## src/rtl/spi_seq_pkg.sv

```systemverilog
// Shared types and register map helpers for the SPI transaction sequencer.
package spi_seq_pkg;

  typedef enum logic [2:0] {
    IDLE, LOAD, START, GUARD, POLL, RD_ISS, RD_CAP, DONE
  } state_t;

  localparam int unsigned OFF_WRITE = 0;
  localparam int unsigned OFF_READ  = 1;
  localparam int unsigned OFF_START = 2;
  localparam int unsigned OFF_BUSY  = 3;

  function automatic logic [31:0] addr_of(input int unsigned base,
                                          input int unsigned wording,
                                          input int unsigned k);
    return 32'(base + k * wording);
  endfunction

endpackage

```

## src/rtl/rr_arbiter.sv

```systemverilog
// Combinational round-robin arbiter: grants the first requester after ptr_i.
module rr_arbiter #(
  parameter int unsigned N  = 2,
  parameter int unsigned IW = (N > 1) ? $clog2(N) : 1
) (
  input  logic [N-1:0]  req_i,
  input  logic [IW-1:0] ptr_i,
  output logic [N-1:0]  gnt_o,
  output logic [IW-1:0] idx_o,
  output logic          any_o
);

  int unsigned   cand;
  logic [IW-1:0] cand_idx;

  always_comb begin
    gnt_o    = '0;
    idx_o    = '0;
    any_o    = 1'b0;
    cand     = 0;
    cand_idx = '0;
    for (int unsigned k = 1; k <= N; k++) begin
      cand     = (int'(ptr_i) + k) % N;
      cand_idx = IW'(cand);
      if (!any_o && req_i[cand_idx]) begin
        any_o           = 1'b1;
        gnt_o[cand_idx] = 1'b1;
        idx_o           = cand_idx;
      end
    end
  end

endmodule

```

## src/rtl/spi_txn_sequencer.sv

```systemverilog
// Arbitrates requesters onto one spi_master and runs load/start/poll/read
// register sequences on its bus, returning the received word.
module spi_txn_sequencer
  import spi_seq_pkg::*;
#(
  parameter int unsigned NUM_REQ        = 2,
  parameter int unsigned BYTES_PER_TXN  = 1,
  parameter int unsigned SPI_BASE_ADDR  = 0,
  parameter int unsigned ADDR_WORDING   = 1,
  parameter int unsigned address_width  = 16,
  parameter int unsigned data_width     = 8,
  parameter int unsigned START_GUARD    = 4,
  parameter int unsigned TIMEOUT_CYCLES = 1048576
) (
  input  logic                            clk_i,
  input  logic                            reset_i,
  input  logic [NUM_REQ-1:0]              req_valid_i,
  input  logic [NUM_REQ*8*BYTES_PER_TXN-1:0] req_tx_data_i,
  output logic [NUM_REQ-1:0]              req_ready_o,
  output logic [NUM_REQ-1:0]              rsp_valid_o,
  output logic [8*BYTES_PER_TXN-1:0]      rsp_rx_data_o,
  output logic                            rsp_err_o,
  output logic                            busy_o,
  output logic [address_width-1:0]        spi_addr_o,
  output logic [data_width-1:0]           spi_data_o,
  output logic                            spi_rd_wr_o,
  input  logic [data_width-1:0]           spi_data_i
);

  localparam int unsigned TW  = 8 * BYTES_PER_TXN;
  localparam int unsigned IW  = (NUM_REQ > 1) ? $clog2(NUM_REQ) : 1;
  localparam int unsigned CW  = (BYTES_PER_TXN > 1) ? $clog2(BYTES_PER_TXN) : 1;
  localparam int unsigned TOW = (TIMEOUT_CYCLES > 0) ? $clog2(TIMEOUT_CYCLES + 1) : 1;
  localparam int unsigned GW  = $clog2(START_GUARD + 1);
  localparam int unsigned TMW = (TOW > GW) ? TOW : GW;

  localparam logic [address_width-1:0] A_WRITE = address_width'(addr_of(SPI_BASE_ADDR, ADDR_WORDING, OFF_WRITE));
  localparam logic [address_width-1:0] A_READ  = address_width'(addr_of(SPI_BASE_ADDR, ADDR_WORDING, OFF_READ));
  localparam logic [address_width-1:0] A_START = address_width'(addr_of(SPI_BASE_ADDR, ADDR_WORDING, OFF_START));
  localparam logic [address_width-1:0] A_BUSY  = address_width'(addr_of(SPI_BASE_ADDR, ADDR_WORDING, OFF_BUSY));

  localparam logic [CW-1:0]  LAST_BYTE  = CW'(BYTES_PER_TXN - 1);
  localparam logic [TMW-1:0] LAST_GUARD = TMW'(START_GUARD - 1);
  localparam logic [TMW-1:0] LAST_POLL  = TMW'(TIMEOUT_CYCLES - 1);

  state_t               state_q, state_d;
  logic [IW-1:0]        ptr_q, ptr_d;
  logic [NUM_REQ-1:0]   gnt_q, gnt_d;
  logic [TW-1:0]        tx_q, tx_d, rx_q, rx_d, rsp_rx_q, rsp_rx_d;
  logic                 rsp_err_q, rsp_err_d;
  logic [CW-1:0]        cnt_q, cnt_d;
  logic [TMW-1:0]       tmr_q, tmr_d;

  logic [NUM_REQ-1:0]   arb_gnt;
  logic [IW-1:0]        arb_idx;
  logic                 arb_any;
  logic [TW-1:0]        tx_sel;

  rr_arbiter #(.N(NUM_REQ), .IW(IW)) u_arb (
    .req_i (req_valid_i),
    .ptr_i (ptr_q),
    .gnt_o (arb_gnt),
    .idx_o (arb_idx),
    .any_o (arb_any)
  );

  always_comb begin
    tx_sel = '0;
    for (int unsigned i = 0; i < NUM_REQ; i++) begin
      if (arb_gnt[i]) tx_sel = req_tx_data_i[i*TW +: TW];
    end
  end

  assign busy_o        = (state_q != IDLE);
  assign rsp_rx_data_o = rsp_rx_q;
  assign rsp_err_o     = rsp_err_q;

  always_comb begin
    state_d     = state_q;
    ptr_d       = ptr_q;
    gnt_d       = gnt_q;
    tx_d        = tx_q;
    rx_d        = rx_q;
    rsp_rx_d    = rsp_rx_q;
    rsp_err_d   = rsp_err_q;
    cnt_d       = cnt_q;
    tmr_d       = tmr_q;
    req_ready_o = '0;
    rsp_valid_o = '0;
    spi_addr_o  = A_BUSY;
    spi_data_o  = '0;
    spi_rd_wr_o = 1'b0;
    unique case (state_q)
      IDLE: begin
        if (arb_any) begin
          req_ready_o = arb_gnt;
          gnt_d       = arb_gnt;
          ptr_d       = arb_idx;
          tx_d        = tx_sel;
          rx_d        = '0;
          cnt_d       = '0;
          state_d     = LOAD;
        end
      end
      LOAD: begin
        // tx word shifts left so the top byte is always the next one out
        spi_addr_o  = A_WRITE;
        spi_rd_wr_o = 1'b1;
        spi_data_o  = data_width'(tx_q[TW-1 -: 8]);
        tx_d        = tx_q << 8;
        if (cnt_q == LAST_BYTE) begin
          cnt_d   = '0;
          state_d = START;
        end else begin
          cnt_d = cnt_q + 1'b1;
        end
      end
      START: begin
        spi_addr_o  = A_START;
        spi_rd_wr_o = 1'b1;
        spi_data_o  = data_width'(1);
        tmr_d       = '0;
        state_d     = GUARD;
      end
      GUARD: begin
        if (tmr_q == LAST_GUARD) begin
          tmr_d   = '0;
          state_d = POLL;
        end else begin
          tmr_d = tmr_q + 1'b1;
        end
      end
      POLL: begin
        if (!spi_data_i[0]) begin
          cnt_d   = '0;
          state_d = RD_ISS;
        end else if (TIMEOUT_CYCLES != 0 && tmr_q == LAST_POLL) begin
          rsp_rx_d  = '0;
          rsp_err_d = 1'b1;
          state_d   = DONE;
        end else if (tmr_q != '1) begin
          tmr_d = tmr_q + 1'b1;
        end
      end
      RD_ISS: begin
        spi_addr_o = A_READ;
        state_d    = RD_CAP;
      end
      RD_CAP: begin
        rx_d = TW'({rx_q, spi_data_i[7:0]});
        if (cnt_q == LAST_BYTE) begin
          rsp_rx_d  = rx_d;
          rsp_err_d = 1'b0;
          state_d   = DONE;
        end else begin
          cnt_d   = cnt_q + 1'b1;
          state_d = RD_ISS;
        end
      end
      DONE: begin
        rsp_valid_o = gnt_q;
        state_d     = IDLE;
      end
      default: state_d = IDLE;
    endcase
  end

  always_ff @(posedge clk_i or posedge reset_i) begin
    if (reset_i) begin
      state_q   <= IDLE;
      ptr_q     <= IW'(NUM_REQ - 1);
      gnt_q     <= '0;
      tx_q      <= '0;
      rx_q      <= '0;
      rsp_rx_q  <= '0;
      rsp_err_q <= 1'b0;
      cnt_q     <= '0;
      tmr_q     <= '0;
    end else begin
      state_q   <= state_d;
      ptr_q     <= ptr_d;
      gnt_q     <= gnt_d;
      tx_q      <= tx_d;
      rx_q      <= rx_d;
      rsp_rx_q  <= rsp_rx_d;
      rsp_err_q <= rsp_err_d;
      cnt_q     <= cnt_d;
      tmr_q     <= tmr_d;
    end
  end

endmodule
```

## config.mk

```make
export PLATFORM = sky130hd
export DESIGN_NAME = spi_txn_sequencer
export DESIGN_NICKNAME = d
export VERILOG_FILES = /design/src/rtl/spi_seq_pkg.sv /design/src/rtl/rr_arbiter.sv /design/src/rtl/spi_txn_sequencer.sv
export SDC_FILE = /design/constraint.sdc
export NUM_CORES = 1
export LEC_CHECK = 0
export ABC_CLOCK_PERIOD_IN_PS = 4000
export CELL_PAD_IN_SITES_DETAIL_PLACEMENT = 1
export CELL_PAD_IN_SITES_GLOBAL_PLACEMENT = 1
export CORE_ASPECT_RATIO = 1.1
export CORE_MARGIN = 5
export CORE_UTILIZATION = 35
export CTS_CLUSTER_DIAMETER = 120
export CTS_CLUSTER_SIZE = 40
export DETAILED_ROUTE_END_ITERATION = 16
export PLACE_DENSITY = 0.78
export SLEW_MARGIN = 10
export SYNTH_ARGS = -nofsm -noshare
export SYNTH_HDL_FRONTEND = slang
export SYNTH_SLANG_ARGS = --single-unit
```

## constraint.sdc

```tcl
create_clock -name clk_i -period 4 [get_ports clk_i]
set_input_delay 0.8 -clock clk_i [delete_from_list [all_inputs] [get_ports clk_i]]
set_output_delay 0.8 -clock clk_i [all_outputs]
set_load 0.02 [all_outputs]
```

==> metrics.md <==
| Metric | Value |
|---|---|
| Status | complete, no violations |
| Pwr/cell area | 576 nW/µm² |
| Hold Violations, Final | 0 |
| Core area | 7010 µm² |
| Syn avg cell area | 9.38 µm² |
| Total negative slack | 0 ns |
| Startpoint Class | input port |
| Die ar. | 8980 µm² |
| Relative slew slack | 55.4% |
| Layout cells sized above 1 | 7.74% |
| FF-to-FF path depth | 7 |
| Worst Hold Class | reg -> reg |
| Sw Ratio | 39.6% |
| Num CTS Buffers | 5 |
| Required time of the worst setup path | 3.20 ns |
| Yosys warning count | 0 |
| Post-detail-place hpwl | 5080 µm |
| Int Pwr | 1.11 mW |
| Dpl cells | 400 |
| Setup Viol. Count Final | 0 |
| CP Capture Type | primary output |
| Crit path DAT | 2.56 ns |
| Synthesized area | 2510 µm² |
| Final std cells w/o fill | 408 |
| Reg power frac | 37.8% |
| WHS Endpoint | gnt_q[1] |
| Number of filler cells placed in the layout | 824 |
| Utilization after layout | 45.6% |
| Mapped Cells | 268 |
| Psw | 729 µW |
| Leakage | 1.34 nW |
| # Post-CTS Setup Buffers | 0 |
| Period utilisation layout | 84.0% |
| Fin. max-slew vios | 0 |
| Wire length per cell | 16.7 µm |
| Initial core utilization | 35.9% |
| DP Area | 3080 µm² |
| Cell taking the most area after synthesis | dfrtp_1 |
| Logic gate share of total power | 42.0% |
| Final worst path period need | 3.36 ns |
| Hold Crit Depth | 1 |
| Most frequent cells in the layout | clkdlybuf4s50_1 (52), dfrtp_1 (43), nor2_1 (29) |
| Crit Path Max Fanout | 8 |
| Max-cap violations | 0 |
| Clock Tree Buf Depth | 2 |
| Largest net degree at the start of global routing | 19 |
| Via/cell ratio | 5.41 |
| Hold buffer count at cts | 0 |
| Min-delay src | gnt_q[1] |
| Delay-heaviest family, CP | buffers and inverters |
| Clock Latency Late Sink | 0.31 ns |
| Clock root buffer | clkbuf_8 |
| Clock share of power | 20.2% |
| Grt total ovfl | 0 |
| Critical Path Most Common Cell | clkdlybuf4s50_1 |
| Yosys reg bits | 44 |
| Top-area cell type share of the netlist area | 42.8% |
| First-pass iteration count of the detailed router | 4 |
| GR Util All Layers | 15.7% |
| Final setup margin | 0.640 ns |
| Die height | 98.9 µm |
| Clock H-tree levels | 2 |
| TritonCTS clock tree | built |
| Total Nets Final | 351 |
| Worst path slowest cell | clkdlybuf4s50_1 |
| Setup Crit Path Kind | in -> out |
| RSZ-0062 raised after global routing | false |
| GPL Wtd Cong | 0.779 |
| Clk_skew | 0.0124 ns |
| DP Worst Slack | 0.639 ns |
| First-pass GRT wire length | 11700 µm |
| Clock sinks | 44 |
| Most common cell after layout, fill and taps aside | clkdlybuf4s50_1 |
| CP Buf/Inv Count | 3 |
| Initial antenna violation count | 0 |
| Port Buffers | 52 |
| I/O pin total | 67 |
| Drc violations | 0 |
| Die X | 90.8 µm |
| Iter 0 DRT Violations | 87 |
| Clk pin slew, worst setup/hold paths | 0.09 ns |
| Synth unique cells | 47 |
| F_max | 298 MHz |
| Worst Max-Slew Pin Slew | 0.662 ns |
| Maximum vdd ir drop | 0.000288 V |
| Vias in the first global route | 2335 |
| R2R Setup Slk | 1.65 ns |
| R2R Path End | tmr_q[10] |
| Post-synthesis sequential area ratio | 43.8% |
| ANT cells | 0 |
| Row cnt | 32 |
| Crit-path cells | clkdlybuf4s50_1 -> a21boi_0 -> buf_4 -> and2_1 -> clkdlybuf4s50_1 |
| Drt total wl | 6810 µm |
| Via count | 2208 |
| Finished layout cell area | 3200 µm² |
| Worst r2r src | tmr_q[0] |
| Max incr delay on CP | 0.62 ns |
| Synth area leaders | dfrtp_1 (43%), xnor2_1 (5.6%), buf_4 (4.5%) |
| Post-cts sizing count | 0 |
| Antenna Nets Post-Route | 0 |
| Synth-to-Final Area Change | 27.2% |
-- power groups by stage --
stage	Combinational [mW]	Sequential, mW	Clock, mW
finish	0.773	0.696	0.373
global route	0.848	0.716	0.400
CTS	0.786	0.696	0.380
detailed placement	0.783	0.701	0
global placement	0.765	0.695	0
floorplan	0.476	0.688	0
-- metal layers --
layer	share of wire, %	vias up	track usage, %
li1	-	1049	-
met1	44	1112	19.7
met2	51	40	27.3
met3	3.4	7	2.98
met4	1.1	0	4.51
met5	0	-	0
-- sequential cells by signal, summed over array words and instances (netlist names) --
register	cells
rsp_rx_data_o	8
state_q	3
rsp_err_o	1
tx_q	8
gnt_q	2
ptr_q	1
tmr_q	21
-- cells by family (layout without fill, tap and decap cells) --
family / Yosys count / count (layout) / synth area share [%]
compound gates: 56 / 56 / 17.0
simple gates: 120 / 120 / 25.7
fa+ha+maj: 1 / 1 / 0.497
xor+xnor: 16 / 16 / 5.57
buf+inv: 30 / 72 / 7.21
other cells: 1 / 14 / 0.149
flops: 44 / 44 / 43.8
-- how the worst max path moves through the flow --
stage                   startpoint              to  cells past startpoint
global placement    req_valid_i[0]  req_ready_o[0]                      5
floorplan               state_q[1]   spi_data_o[0]                      5
finish              req_valid_i[0]  req_ready_o[0]                      5
detailed placement  req_valid_i[0]  req_ready_o[0]                      5
global route        req_valid_i[0]  req_ready_o[0]                      5
CTS                 req_valid_i[0]  req_ready_o[0]                      5
-- Yosys cell counts (all sizes together) --
cell type and n:
and4bb 1, nor2b 2, nand3 13, a21o 4
a22oi 7, buf 20, clkbuf 4, and4 5
a21oi 6, or3b 2, o21bai 1, and2 4
a22o 7, dfrtp 43, or2 1, ha 1
a31oi 2, a2111oi 2, a311oi 2, inv 6
o21ai 14, a211oi 5, dfstp 1, nor3 8
a21boi 2, and3 11, nor4b 2, a41o 1
xnor2 16, o2111ai 1, nor2 29, and2b 1
a32oi 1, conb 1, nor4 11, nand2 22
nand4 5, nand2b 3, a221oi 1
-- final cells by class --
class | count | area [µm²] | area share (%)
multi-input cells | 207 | 1280 | 40.0
flip-flops and latches | 44 | 1100 | 34.5
repair buffers | 58 | 566 | 17.7
well taps | 85 | 106 | 3.33
clock buffers | 6 | 82.6 | 2.58
clock inverters | 2 | 38.8 | 1.21
inverters | 6 | 22.5 | 0.704
-- metrics by stage --
step / hold slack (ns) / total power, mW
final: 0.489 / 1.84
after global routing: 0.506 / 1.96
after CTS: 0.490 / 1.86
after detailed placement: 0.469 / 1.48
after global placement: 0.474 / 1.46
after floorplan: 0.450 / 1.16
No activity file was read; power rests on OpenSTA's default activity.
